==> src/rtl/irq_sequencer_if.sv <==
// -----------------------------------------------------------------------------
// irq_sequencer_if
//   Interrupt-source side of the interrupt sequencer. It carries the level
//   request with its ID and global mask, the one-cycle acknowledge, and the
//   handler-return pulse with the saved return address.
//
//   Modports:
//     master - interrupt source / core side (drives request and return)
//     slave  - irq_sequencer (drives acknowledge)
//
//   Signals:
//     i_irq         level interrupt request, held until o_irq_ack
//     i_irq_id      ID of the requesting source (ID_W bits)
//     i_irq_enable  global interrupt mask, 1 = allowed
//     o_irq_ack     1-cycle acknowledge to the source
//     i_irq_ret     handler return instruction retired (1-cycle pulse)
//     i_ret_addr    return address, valid with i_irq_ret
// -----------------------------------------------------------------------------
interface irq_sequencer_if #(
  parameter int ID_W = 8
);
  logic            i_irq;
  logic [ID_W-1:0] i_irq_id;
  logic            i_irq_enable;
  logic            o_irq_ack;
  logic            i_irq_ret;
  logic [31:0]     i_ret_addr;

  modport master (
    output i_irq,
    output i_irq_id,
    output i_irq_enable,
    output i_irq_ret,
    output i_ret_addr,
    input  o_irq_ack
  );

  modport slave (
    input  i_irq,
    input  i_irq_id,
    input  i_irq_enable,
    input  i_irq_ret,
    input  i_ret_addr,
    output o_irq_ack
  );
endinterface : irq_sequencer_if

==> src/rtl/irq_sequencer.sv <==
// -----------------------------------------------------------------------------
// irq_sequencer
//   Interrupt entry/exit controller for the banked register file.
//
//   Entry:  IDLE -> SAVE (r0 <- ID) -> LINK (r13/r14 <- SP / return address)
//           -> ENTER (flush, jump to VECTOR, ack) -> HANDLER (int mode).
//   Exit:   HANDLER --i_irq_ret--> LEAVE (flush, jump to saved return) -> IDLE.
//   Every state move is qualified by i_en, so a stalled pipeline freezes the
//   state and all registered outputs.
//
//   Ports:
//     clk, rst_n     clock, asynchronous active-low reset
//     i_en           pipeline advance (register file en)
//     i_pc_en        a PC write is in flight this cycle
//     irq_bus        interrupt source handshake (slave modport)
//     o_int_mode     register file interrupt mode (registered)
//     o_irq_bak      register file banked-write select (combinational)
//     o_irq_r0       value for banked r0 (interrupt ID, zero-extended)
//     o_pc_load      force PC to o_pc_target
//     o_pc_target    redirect address
//     o_flush        kill younger in-flight instructions
//     o_busy         high in any state other than IDLE
// -----------------------------------------------------------------------------
module irq_sequencer #(
  parameter logic [31:0] VECTOR = 32'h0000_0018,
  parameter int          ID_W   = 8
) (
  input  logic                  clk,
  input  logic                  rst_n,
  input  logic                  i_en,
  input  logic                  i_pc_en,
  irq_sequencer_if.slave        irq_bus,
  output logic                  o_int_mode,
  output logic [1:0]            o_irq_bak,
  output logic [31:0]           o_irq_r0,
  output logic                  o_pc_load,
  output logic [31:0]           o_pc_target,
  output logic                  o_flush,
  output logic                  o_busy
);

  typedef enum logic [2:0] {
    ST_IDLE    = 3'd0,
    ST_SAVE    = 3'd1,
    ST_LINK    = 3'd2,
    ST_ENTER   = 3'd3,
    ST_HANDLER = 3'd4,
    ST_LEAVE   = 3'd5
  } state_e;

  // Banked-write select encodings seen by the register file.
  localparam logic [1:0] BAK_NONE = 2'b11;  // mirror / follow, harmless
  localparam logic [1:0] BAK_R0   = 2'b01;  // banked r0 <- o_irq_r0
  localparam logic [1:0] BAK_LINK = 2'b10;  // banked r14 <- pc_next, r13 <- r13

  state_e      state_q, state_d;
  logic        int_mode_q, int_mode_d;
  logic [31:0] ret_q, ret_d;
  logic [31:0] r0_q, r0_d;
  logic [31:0] irq_id_ext;

  assign irq_id_ext = {{(32-ID_W){1'b0}}, irq_bus.i_irq_id};

  // ---------------------------------------------------------------------------
  // State register
  // ---------------------------------------------------------------------------
  // NOTE: sequential state uses non-blocking assignments so every flop samples
  // the pre-edge values of its inputs regardless of process ordering.
  always_ff @(posedge clk or negedge rst_n) begin
    if (!rst_n) begin
      state_q <= ST_IDLE;
    end else begin
      state_q <= state_d;
    end
  end

  // ---------------------------------------------------------------------------
  // Next-state logic
  // ---------------------------------------------------------------------------
  // NOTE: every variable driven in always_comb gets a default first, so no
  // path leaves it unassigned and no latch is inferred.
  always_comb begin
    state_d = state_q;
    if (i_en) begin
      unique case (state_q)
        ST_IDLE: begin
          if (irq_bus.i_irq && irq_bus.i_irq_enable) state_d = ST_SAVE;
        end
        // Once SAVE is entered the backup is partly written; neither the mask
        // nor the request line can abort the sequence from here on.
        ST_SAVE:  state_d = ST_LINK;
        ST_LINK:  state_d = ST_ENTER;
        ST_ENTER: state_d = ST_HANDLER;
        // No nesting: a pending request waits until after LEAVE.
        ST_HANDLER: begin
          if (irq_bus.i_irq_ret) state_d = ST_LEAVE;
        end
        ST_LEAVE: state_d = ST_IDLE;
        default:  state_d = ST_IDLE;
      endcase
    end
  end

  // ---------------------------------------------------------------------------
  // Registered datapath: interrupt mode, return address, last r0 value.
  // All of it only changes on i_en cycles so a stall freezes it.
  // ---------------------------------------------------------------------------
  always_comb begin
    int_mode_d = int_mode_q;
    ret_d      = ret_q;
    r0_d       = r0_q;
    if (i_en) begin
      case (state_q)
        ST_SAVE:    r0_d       = irq_id_ext;
        ST_ENTER:   int_mode_d = 1'b1;
        ST_HANDLER: if (irq_bus.i_irq_ret) ret_d = irq_bus.i_ret_addr;
        ST_LEAVE:   int_mode_d = 1'b0;
        default:    ;
      endcase
    end
  end

  always_ff @(posedge clk or negedge rst_n) begin
    if (!rst_n) begin
      int_mode_q <= 1'b0;
      ret_q      <= '0;
      r0_q       <= '0;
    end else begin
      int_mode_q <= int_mode_d;
      ret_q      <= ret_d;
      r0_q       <= r0_d;
    end
  end

  // ---------------------------------------------------------------------------
  // Output decode (combinational from state, plus i_pc_en in LINK)
  // ---------------------------------------------------------------------------
  always_comb begin
    o_irq_bak         = BAK_NONE;
    o_irq_r0          = r0_q;
    o_pc_load         = 1'b0;
    o_pc_target       = '0;
    o_flush           = 1'b0;
    irq_bus.o_irq_ack = 1'b0;
    unique case (state_q)
      ST_IDLE: ;
      ST_SAVE: begin
        // Present the live ID so banked r0 captures it at the SAVE edge.
        o_irq_bak = BAK_R0;
        o_irq_r0  = irq_id_ext;
      end
      ST_LINK: begin
        // With a branch in flight, the "follow PC writes" select makes banked
        // r14 capture the branch target instead of the sequential pc_next.
        o_irq_bak = i_pc_en ? BAK_NONE : BAK_LINK;
      end
      ST_ENTER: begin
        o_pc_load         = 1'b1;
        o_pc_target       = VECTOR;
        o_flush           = 1'b1;
        irq_bus.o_irq_ack = 1'b1;
      end
      ST_HANDLER: ;
      ST_LEAVE: begin
        o_pc_load   = 1'b1;
        o_pc_target = ret_q;
        o_flush     = 1'b1;
      end
      default: ;
    endcase
  end

  assign o_int_mode = int_mode_q;
  assign o_busy     = (state_q != ST_IDLE);

endmodule : irq_sequencer
==> src/flat_wrapper.sv <==
// flat-port wrapper written by rule: the top's interface ports become plain ports
module irq_sequencer_flat 
#(
  parameter logic [31:0] VECTOR = 32'h0000_0018,
  parameter int          ID_W   = 8
)
  (clk, rst_n, i_en, i_pc_en, o_int_mode, o_irq_bak, o_irq_r0, o_pc_load, o_pc_target, o_flush, o_busy, irq_bus_i_irq, irq_bus_i_irq_id, irq_bus_i_irq_enable, irq_bus_i_irq_ret, irq_bus_i_ret_addr, irq_bus_o_irq_ack);
  irq_sequencer_if #(.ID_W(ID_W)) irq_bus_i ();
  input  logic clk;
  input  logic rst_n;
  input  logic i_en;
  input  logic i_pc_en;
  output logic o_int_mode;
  output logic [1:0] o_irq_bak;
  output logic [31:0] o_irq_r0;
  output logic o_pc_load;
  output logic [31:0] o_pc_target;
  output logic o_flush;
  output logic o_busy;
  input wire logic [$bits(irq_bus_i.i_irq)-1:0] irq_bus_i_irq;
  input wire logic [$bits(irq_bus_i.i_irq_id)-1:0] irq_bus_i_irq_id;
  input wire logic [$bits(irq_bus_i.i_irq_enable)-1:0] irq_bus_i_irq_enable;
  input wire logic [$bits(irq_bus_i.i_irq_ret)-1:0] irq_bus_i_irq_ret;
  input wire logic [$bits(irq_bus_i.i_ret_addr)-1:0] irq_bus_i_ret_addr;
  output wire logic [$bits(irq_bus_i.o_irq_ack)-1:0] irq_bus_o_irq_ack;
  assign irq_bus_i.i_irq = irq_bus_i_irq;
  assign irq_bus_i.i_irq_id = irq_bus_i_irq_id;
  assign irq_bus_i.i_irq_enable = irq_bus_i_irq_enable;
  assign irq_bus_i.i_irq_ret = irq_bus_i_irq_ret;
  assign irq_bus_i.i_ret_addr = irq_bus_i_ret_addr;
  assign irq_bus_o_irq_ack = irq_bus_i.o_irq_ack;
  irq_sequencer #(.VECTOR(VECTOR), .ID_W(ID_W)) u_core (.clk(clk), .rst_n(rst_n), .i_en(i_en), .i_pc_en(i_pc_en), .irq_bus(irq_bus_i), .o_int_mode(o_int_mode), .o_irq_bak(o_irq_bak), .o_irq_r0(o_irq_r0), .o_pc_load(o_pc_load), .o_pc_target(o_pc_target), .o_flush(o_flush), .o_busy(o_busy));
endmodule
==> config.mk <==
export PLATFORM = sky130hd
export DESIGN_NAME = irq_sequencer_flat
export DESIGN_NICKNAME = d
export VERILOG_FILES = /design/src/rtl/irq_sequencer_if.sv /design/src/rtl/irq_sequencer.sv /design/src/flat_wrapper.sv
export SDC_FILE = /design/constraint.sdc
export NUM_CORES = 1
export LEC_CHECK = 0
export CORE_UTILIZATION = 30
export DETAILED_ROUTE_END_ITERATION = 7
export GPL_TIMING_DRIVEN = 0
export PLACE_DENSITY = 0.71
export SLEW_MARGIN = 0
export SYNTH_ARGS = -nofsm -noshare
export SYNTH_HDL_FRONTEND = slang
export SYNTH_SLANG_ARGS = --single-unit
==> constraint.sdc <==
create_clock -name clk -period 1.8 [get_ports clk]
set_input_delay 0.27 -clock clk [delete_from_list [all_inputs] [get_ports clk]]
set_output_delay 0.27 -clock clk [all_outputs]
set_load 0.05 [all_outputs]
* After elaboration in Yosys (flattened, before gate mapping)
Cells that the tools add are included.
** Word-level totals
- Word-level logic and storage cells :: 29
- Register bits :: 68
- Output and inout bits :: 71
** Cells by class
- Muxes and demuxes :: 10
- Eq/ne operators :: 7
- Reduce and logical (&&, ||, !) cells :: 8
** Operator list (count)
- 32-bit one-hot mux with 2 select lines :: 1
- 32-bit 2-to-1 mux :: 1
- 3-bit one-hot mux with 5 select lines :: 1
- 3-bit by 2-bit == test with 1-bit output, second input constant :: 2
- 3-bit == test, second input constant :: 2
- 3-bit 2-to-1 mux :: 2
- 3-bit AND reduction :: 2
- 2-bit one-hot mux with 2 select lines :: 1
- 3-bit by 1-bit == test with 1-bit output, second input constant :: 1
- 3-bit logical NOT :: 1
- 1-bit 2-to-1 mux :: 3
- 3-bit nonzero test :: 1
- 2-bit by 1-bit != test with 1-bit output, second input constant :: 1
- 2-bit != test, second input constant :: 1
- 1-bit one-hot mux with 2 select lines :: 1
- 2-bit AND reduction :: 1
- 2-bit nonzero test :: 1
- 2-bit OR reduction :: 1
- 1-bit logical AND :: 1

* Logic depth before layout (Yosys ltp)
Gate-level depths: netlist (run 1).
- Depth after elaboration :: 3
- Mapped depth :: 6
- Gate-level depth less buffers :: 3

* Worst setup path after synthesis (run 1)
OpenSTA, ideal clock, no wires.
- Path type :: register to output
- From :: reg u_core.state_q[1]
- To :: out o_pc_load
- Setup slack :: -0.575 ns
- Path buffers :: 2
- Stages on the path, launching flop included :: 6
- Arrival :: 2.105 ns
- Path through :: dfrtp_1 > clkbuf_1 > nand2b_1 > nor2_1 > or2_2 > buf_4
** Between the ends
- Cells in the longest elaborated chain, start to end :: 3
- Elaborated cells on any way between the ends :: 4
- Those cells by class :: 2 x eq/ne; 1 x mux; 1 x reduce/logical
** Ends and longest elaborated chain
- start, declared :: RTL line irq_sequencer.sv:56 : state_e state_q, state_d;
- start signal, assigned :: RTL line irq_sequencer.sv:73 : state_q <= state_d;
- 3-bit by 2-bit == test with 1-bit output or 3-bit == test (tied branches)
- 2-bit OR reduction (no line) *
- 1-bit 2-to-1 mux *
- end, declared :: RTL line flat_wrapper.sv:16 : output logic o_pc_load;
Every way passes the cells marked *; elsewhere a longest branch is shown, timed or not.

* Worst setup path in the final report (run 1)
- From :: reg u_core.state_q[1]
- To :: out o_irq_r0[5]
** Between the ends
- Cells in the longest elaborated chain, start to end :: 2
** Ends and longest elaborated chain
- 3-bit by 1-bit == test with 1-bit output :: RTL line irq_sequencer.sv:145 : unique case (state_q)
- 32-bit 2-to-1 mux :: RTL line irq_sequencer.sv:145
- end, declared :: RTL line flat_wrapper.sv:15 : output logic [31:0] o_irq_r0;
No other way between the ends.

==> impl_results.md, run 1 <==
- Cells on worst reg2reg path: 5
- Worst path arrival time: 1.81 ns
- Worst-margin pin slew: 0.8626 ns
- Int Pwr: 0.004703 W
- Die area: 0.01089 sq mm
- Most common cell after layout, fill and taps aside: dfrtp_1
- Diodes inserted: 0
- Crit Path Category: reg -> out
- H-tree levels: 3
- Wire length of the first global-routing pass: 13.25 mm
- Post-route ant nets: 0
- Xor and xnor area share after synthesis: 0%
- Layout Cells excl Fill: 530
- Power density over cell area: 1323 mW/mm^2
- Fin util: 56.36%
- CTS tree: built
- Clock Tree Buf Depth: 2
- Worst Path Max Fanout: 7
- Remaining DRCs: 0
- Initial antenna violation count: 0
- Final period utilization: 115.5%
- Largest family of logic cells by synthesized area: multiplexers
- Nets: 439
- Register area share after synthesis: 54.14%
- Simple-Gate Fraction of Synth Area: 17.79%
- Async S/R FF share, synth: 100.0%
- Post-synth cell types: 26
- Vias per cell: 4.483
- Comb power frac: 52.6%
- Largest net degree at the start of global routing: 69
- FF+latch area: 0.001703 sq mm
- Most frequent cells in the layout: 67 x dfrtp_1, 50 x buf_8, 45 x clkdlybuf4s50_1, 38 x mux2_4
- Largest vdd supply drop: 1011 uV
- Total wire length: 8.439 mm
- Area of the multi-input gates: 0.001599 sq mm
- Number of global-route vias before repair: 2505
- Die extent in x: 104.4 microns
- EDFF count, synth: 0
- Avg WL per Cell: 15.92 microns
- Lkg Pwr: 2.693 nW
- Final setup fails: 122
- Root buf cell: clkbuf_8
- Pwr Total: 0.007421 W
- Site Rows: 36
- Core Area: 0.009955 sq mm
- Hold crit path type: in -> async
- Post-Syn Area per Cell: 13.15 sq um
- Reg clk slew, reported paths: 0.07 ns
- Drt first pass iters: 3
- Fillers: 785
- CP startpoint kind: flip-flop
- Post-synthesis adder-cell area fraction: 0%
- Layout cells sized above 1: 59.95%
- Post-DP Area: 0.004543 sq mm
- Via count: 2376
- Post-synthesis compound-gate area fraction: 2.229%
- Sequential power share: 31.2%
- Final setup margin: -0.2790 ns
- Failing checks: setup timing
- GPL Wtd Cong: 0.7488
- Post-synthesis mux area share: 21.14%
- RSZ-0062 raised after global routing: yes
- Max Freq: 481.0 MHz
- Sw frac: 36.62%
- Crit-path slowest cell: dfrtp_1
- Starting DRT DRC Count: 76
- WP data required: 1.53 ns
- Area delta synth->final: 78.50%
- HPWL after DPL: 4.886 mm
- I/O Pins: 118
- GRT Resource Usage Total: 15.51%
- Synthesized instance count: 239
- Switching power: 0.002718 W
- Slew Limit Fails: 0
- Outcome: finished, violations left
- Clk_lat worst skew: 0.33 ns
- TritonCTS Buffers: 9
- Post-route design area: 0.005610 sq mm
- Crit path cell chain: buf_8 -> nor3_4 -> buf_6 -> mux2_4 -> buf_8
- Placed Instances: 489
- FF+latch count, synth: 68
- Largest stage delay on the critical path: 0.41 ns
- Port Buf Inserts: 117
- Top FF cell, synth: dfrtp_1
- Place WS: -1.134 ns
- Crit-path most repeated cell: buf_8
- Crit. End Element: primary output
- Total gr overflow: 0
- Cell Area, Synth: 0.003143 sq mm
- Yosys warns: 0
- Max-capacitance violation count: 0
- Die Height: 104.4 microns
- Max_slew headroom: 42.49%
- Syn_nets: 286
- Initial core utilization: 31.57%
- Clock Skews: 0.006854 ns
- TritonCTS sink count: 68
- Hold Fails Final Rpt: 0
- Clk pwr share: 16.2%
- Minimum clock period: 2.079 ns
-- cell type report --
cell class	count	share of cell area [%]
timing repair buffer	143	30.64
buffer	15	3.858
tap	133	2.966
multi-input combinational	151	28.50
clock inverter	5	0.9367
clock buffer	11	2.342
inverter	4	0.4014
sequential	68	30.35
-- per-layer routing --
layer	track usage, %	routed length [microns]	share of wire (%)
met3	4.637	543	6.4
met2	25.73	4197	50
met4	4.286	85	1.0
met5	0	0	0
met1	19.49	3612	43
-- worst paths after layout --
path | from | endpoint | slack (ns)
worst min-delay path | rst_n | u_core.ret_q[16] | 0.06
worst max register to register | u_core.state_q[0] | u_core.r0_q[2] | -0.18
worst max-delay path | u_core.state_q[1] | o_irq_r0[5] | -0.28
min in group clk | u_core.r0_q[8] | u_core.r0_q[8] | 0.49
max in group asynchronous | rst_n | u_core.state_q[0] | 1.13
worst min register to register | u_core.r0_q[8] | u_core.r0_q[8] | 0.49
-- flip-flops by register name, indices dropped and copies added, names as in the netlist --
register / flops
u_core.r0_q: 32
u_core.ret_q: 32
u_core.state_q: 3
u_core.o_int_mode: 1
-- power by group through the flow --
stage               sequential (W)  clock (W)  combinational [W]
floorplan                  0.00220          0            0.00205
global placement           0.00225          0            0.00277
detailed placement         0.00227          0            0.00279
CTS                        0.00228    0.00126            0.00359
global route               0.00237    0.00134            0.00409
finish                     0.00231    0.00120            0.00390
-- synthesized netlist by cell type (2+ instances only) --
| library cell | n | area [sq um] |
|---|---|---|
| nor2b_1 | 49 | 306.5 |
| a21o_1 | 2 | 15.01 |
| inv_1 | 3 | 11.26 |
| buf_6 | 2 | 22.52 |
| nand2_1 | 3 | 11.26 |
| buf_12 | 3 | 60.06 |
| buf_2 | 2 | 10.01 |
| mux2_2 | 19 | 214.0 |
| mux2_4 | 30 | 450.4 |
| o21ai_0 | 5 | 25.02 |
| nor3_1 | 3 | 15.01 |
| and2_1 | 30 | 187.7 |
| dfrtp_1 | 68 | 1702 |
| clkbuf_1 | 8 | 30.03 |
-- cell families after synthesis --
family | count (synthesis)
AOI/OAI and AO/OA | 11
buffers and inverters | 20
DFF | 68
muxes | 49
and+or+nand+nor | 91
-- worst max-delay path, delay by kind of cell, from the launching register on --
kind	cells	cell delay (ns)
and+or+nand+nor	1	0.27
buffers and inverters	3	0.49
muxes	1	0.31
DFF	1	0.41
-- stage by stage --
stage	hold slack, ns	TNS (ns)
after floorplan	-0.02559	-2.646
after global placement	0.4752	-214.07
after detailed placement	0.4514	-86.35
after CTS	0.08015	-19.77
after global routing	0.1156	-27.20
final	0.05589	-16.29
-- what timing repair did --
action                     CTS  global route
hold buffers                 0             0
gates cloned                 5             3
setup endpoints to repair   97           130
gates resized for setup    580            71
buffers inserted            12             6
pin swaps                   33             4
No activity file was read; power rests on OpenSTA's default activity.
==> run 2: changes to the inputs <==
--- a/config.mk
+++ b/config.mk
@@ -5,6 +5,7 @@
 export SDC_FILE = /design/constraint.sdc
 export NUM_CORES = 1
 export LEC_CHECK = 0
+export CORE_ASPECT_RATIO = 1.2
 export CORE_UTILIZATION = 30
 export DETAILED_ROUTE_END_ITERATION = 7
 export GPL_TIMING_DRIVEN = 0
==> run 2 against run 1 <==
The flow still finishes with violations (setup timing). Flip-flop and latch count stayed put. First-iteration DRC count is 55% lower. Core utilization is 0.58 points lower. Non-clock buffer count stayed put. Die area hardly changed. Sequential power hardly changed. Via count is 3.8% lower. Largest cell class unchanged.
==> impl_results.md, run 2 (synthesis results as in run 1) <==
- Area of the multi-input gates: 0.001535 sq mm
- Lkg Pwr: 2.748 nW
- Worst Path Max Fanout: 5
- Core Area: 0.01011 sq mm
- Clock Tree Buf Depth: 2
- I/O Pins: 118
- WP data required: 1.53 ns
- Clk_lat worst skew: 0.33 ns
- Remaining DRCs: 0
- Drt first pass iters: 4
- Crit. End Element: primary output
- Most common cell after layout, fill and taps aside: dfrtp_1
- Fillers: 822
- Setup TNS: -11.12 ns
- Switching power: 0.002728 W
- Comb power frac: 47.7%
- Hold crit path type: in -> async
- Setup crit end: o_irq_r0[0]
- Root buf cell: clkbuf_16
- Failing checks: setup timing
- Final period utilization: 109.6%
- Clk pwr share: 23.7%
- Crit-path slowest cell: dfrtp_1
- FF-to-FF End: u_core.ret_q[18]
- Cells on worst reg2reg path: 6
- Area delta synth->final: 79.42%
- Minimum clock period: 1.973 ns
- Number of global-route vias before repair: 2368
- Worst hold margin: 0.05988 ns
- TritonCTS Buffers: 9
- GRT Resource Usage Total: 14.22%
- Crit Path Category: reg -> out
- Largest net degree at the start of global routing: 69
- Crit path cell chain: buf_6 -> nor3_4 -> buf_6 -> mux2_4 -> buf_8
- Post-route ant nets: 0
- R2r setup slk: -0.12 ns
- Worst-margin pin slew: 0.8637 ns
- Final setup margin: -0.1734 ns
- Int Pwr: 0.005258 W
- Initial antenna violation count: 0
- Wire length of the first global-routing pass: 11.74 mm
- Crit path launch: u_core.state_q[2]
- Outcome: finished, violations left
- Clock Skews: 0.004873 ns
- Diodes inserted: 0
- CTS tree: built
- RSZ-0062 raised after global routing: yes
- TritonCTS sink count: 68
- Via count: 2285
- Max_slew headroom: 42.42%
- Hold Fails Final Rpt: 0
- Total gr overflow: 0
- Sequential power share: 28.6%
- Die area: 0.01089 sq mm
- Final setup fails: 97
- Largest stage delay on the critical path: 0.37 ns
- Reg clk slew, reported paths: 0.06 ns
- Top flop regs: u_core.r0_q (32), u_core.ret_q (32), u_core.state_q (3)
- Sw frac: 34.16%
- Largest vdd supply drop: 1023 uV
- Total wire length: 7.880 mm
- H-tree levels: 3
- Site Rows: 40
- Die extent in x: 95.44 microns
- Layout cells sized above 1: 58.19%
- Worst path arrival time: 1.70 ns
- FF+latch area: 0.001703 sq mm
- Most frequent cells in the layout: 67 x dfrtp_1, 47 x buf_8, 45 x clkdlybuf4s50_1, 38 x mux2_4, 35 x nor2b_1
- Nets: 439
- Vias per cell: 4.369
- Port Buf Inserts: 117
- Avg WL per Cell: 15.07 microns
- Power density over cell area: 1416 mW/mm^2
- Max-capacitance violation count: 0
- CP startpoint kind: flip-flop
- Max Freq: 506.8 MHz
- Die Height: 114.1 microns
- HPWL after DPL: 4.820 mm
- Reg-to-Reg Start: u_core.state_q[2]
- GPL Wtd Cong: 0.7317
- Crit-path most repeated cell: buf_6
- Initial core utilization: 31.09%
- Slew Limit Fails: 0
- Starting DRT DRC Count: 34
## run 2: cell types whose count changed in the layout (fill, tap and decap cells not counted), sizes merged
| cell | previous run | this run |
|---|---|---|
| buf | 103 | 100 |
| clkbuf | 18 | 20 |
| bufinv | 1 | 2 |
| dlygate4sd2 | 1 | 0 |
| dlymetal6s2s | 0 | 1 |
## run 2: power by group through the flow
stage,clock network [W],logic [W],registers (W)
final,0.00189,0.00381,0.00228
after global routing,0.00203,0.00400,0.00234
after CTS,0.00195,0.00353,0.00227
after detailed placement,0,0.00280,0.00227
after global placement,0,0.00278,0.00224
after floorplan,0,0.00205,0.00220
## run 2: repair_timing
| item | CTS | global route |
|---|---|---|
| setup buffers | 13 | 7 |
| resized for setup | 556 | 62 |
| pin swaps | 24 | 11 |
| setup endpoints to repair | 96 | 118 |
| endpoints found under the hold margin | 0 | 0 |
| hold buffers | 0 | 0 |
| gates cloned | 3 | 5 |
## run 2: worst min path at each step
stage / slack [ns] / endpoint
CTS: 0.09 / u_core.ret_q[15]
floorplan: -0.03 / u_core.o_int_mode
global placement: 0.48 / u_core.r0_q[9]
finish: 0.06 / u_core.ret_q[15]
detailed placement: 0.45 / u_core.ret_q[15]
global route: 0.14 / u_core.ret_q[0]
## run 2: area by class of cell
type / instances / area share, %
timing repair buffer: 143 / 29.89
inverter: 4 / 0.4438
tap: 126 / 2.796
buffer: 15 / 3.683
clock inverter: 6 / 1.531
clock buffer: 10 / 4.238
sequential: 68 / 30.20
multi-input combinational: 151 / 27.22
## run 2: per-layer routing
metal / part of all wire (%) / wire (microns) / track usage [%] / vias to the layer above
met5: 0 / 0 / 0 / -
met4: 1.6 / 123 / 6.567 / 0
met3: 6.4 / 505 / 4.250 / 9
met2: 50 / 3945 / 21.71 / 81
met1: 42 / 3307 / 18.40 / 1109
li1: - / - / - / 1086
## run 2: critical path: cells and delay by family, from the launching register on
kind	cells	cell delay [ns]
buffers and inverters	3	0.46
DFF	1	0.37
muxes	1	0.32
and+or+nand+nor	1	0.23
## run 2: stage by stage
stage | power (W) | setup slack [ns] | cells | instance area, sq um | util (%)
final | 0.007986 | -0.1734 | 523 | 5639 | 55.78
after global routing | 0.008363 | -0.2450 | 523 | 5639 | 55.78
after CTS | 0.007745 | -0.2161 | 514 | 5345 | 52.87
after detailed placement | 0.005067 | -1.192 | 482 | 4534 | 44.85
after global placement | 0.005018 | -1.881 | 482 | 4537 | 44.88
after floorplan | 0.004255 | -0.1116 | 239 | 3208 | -
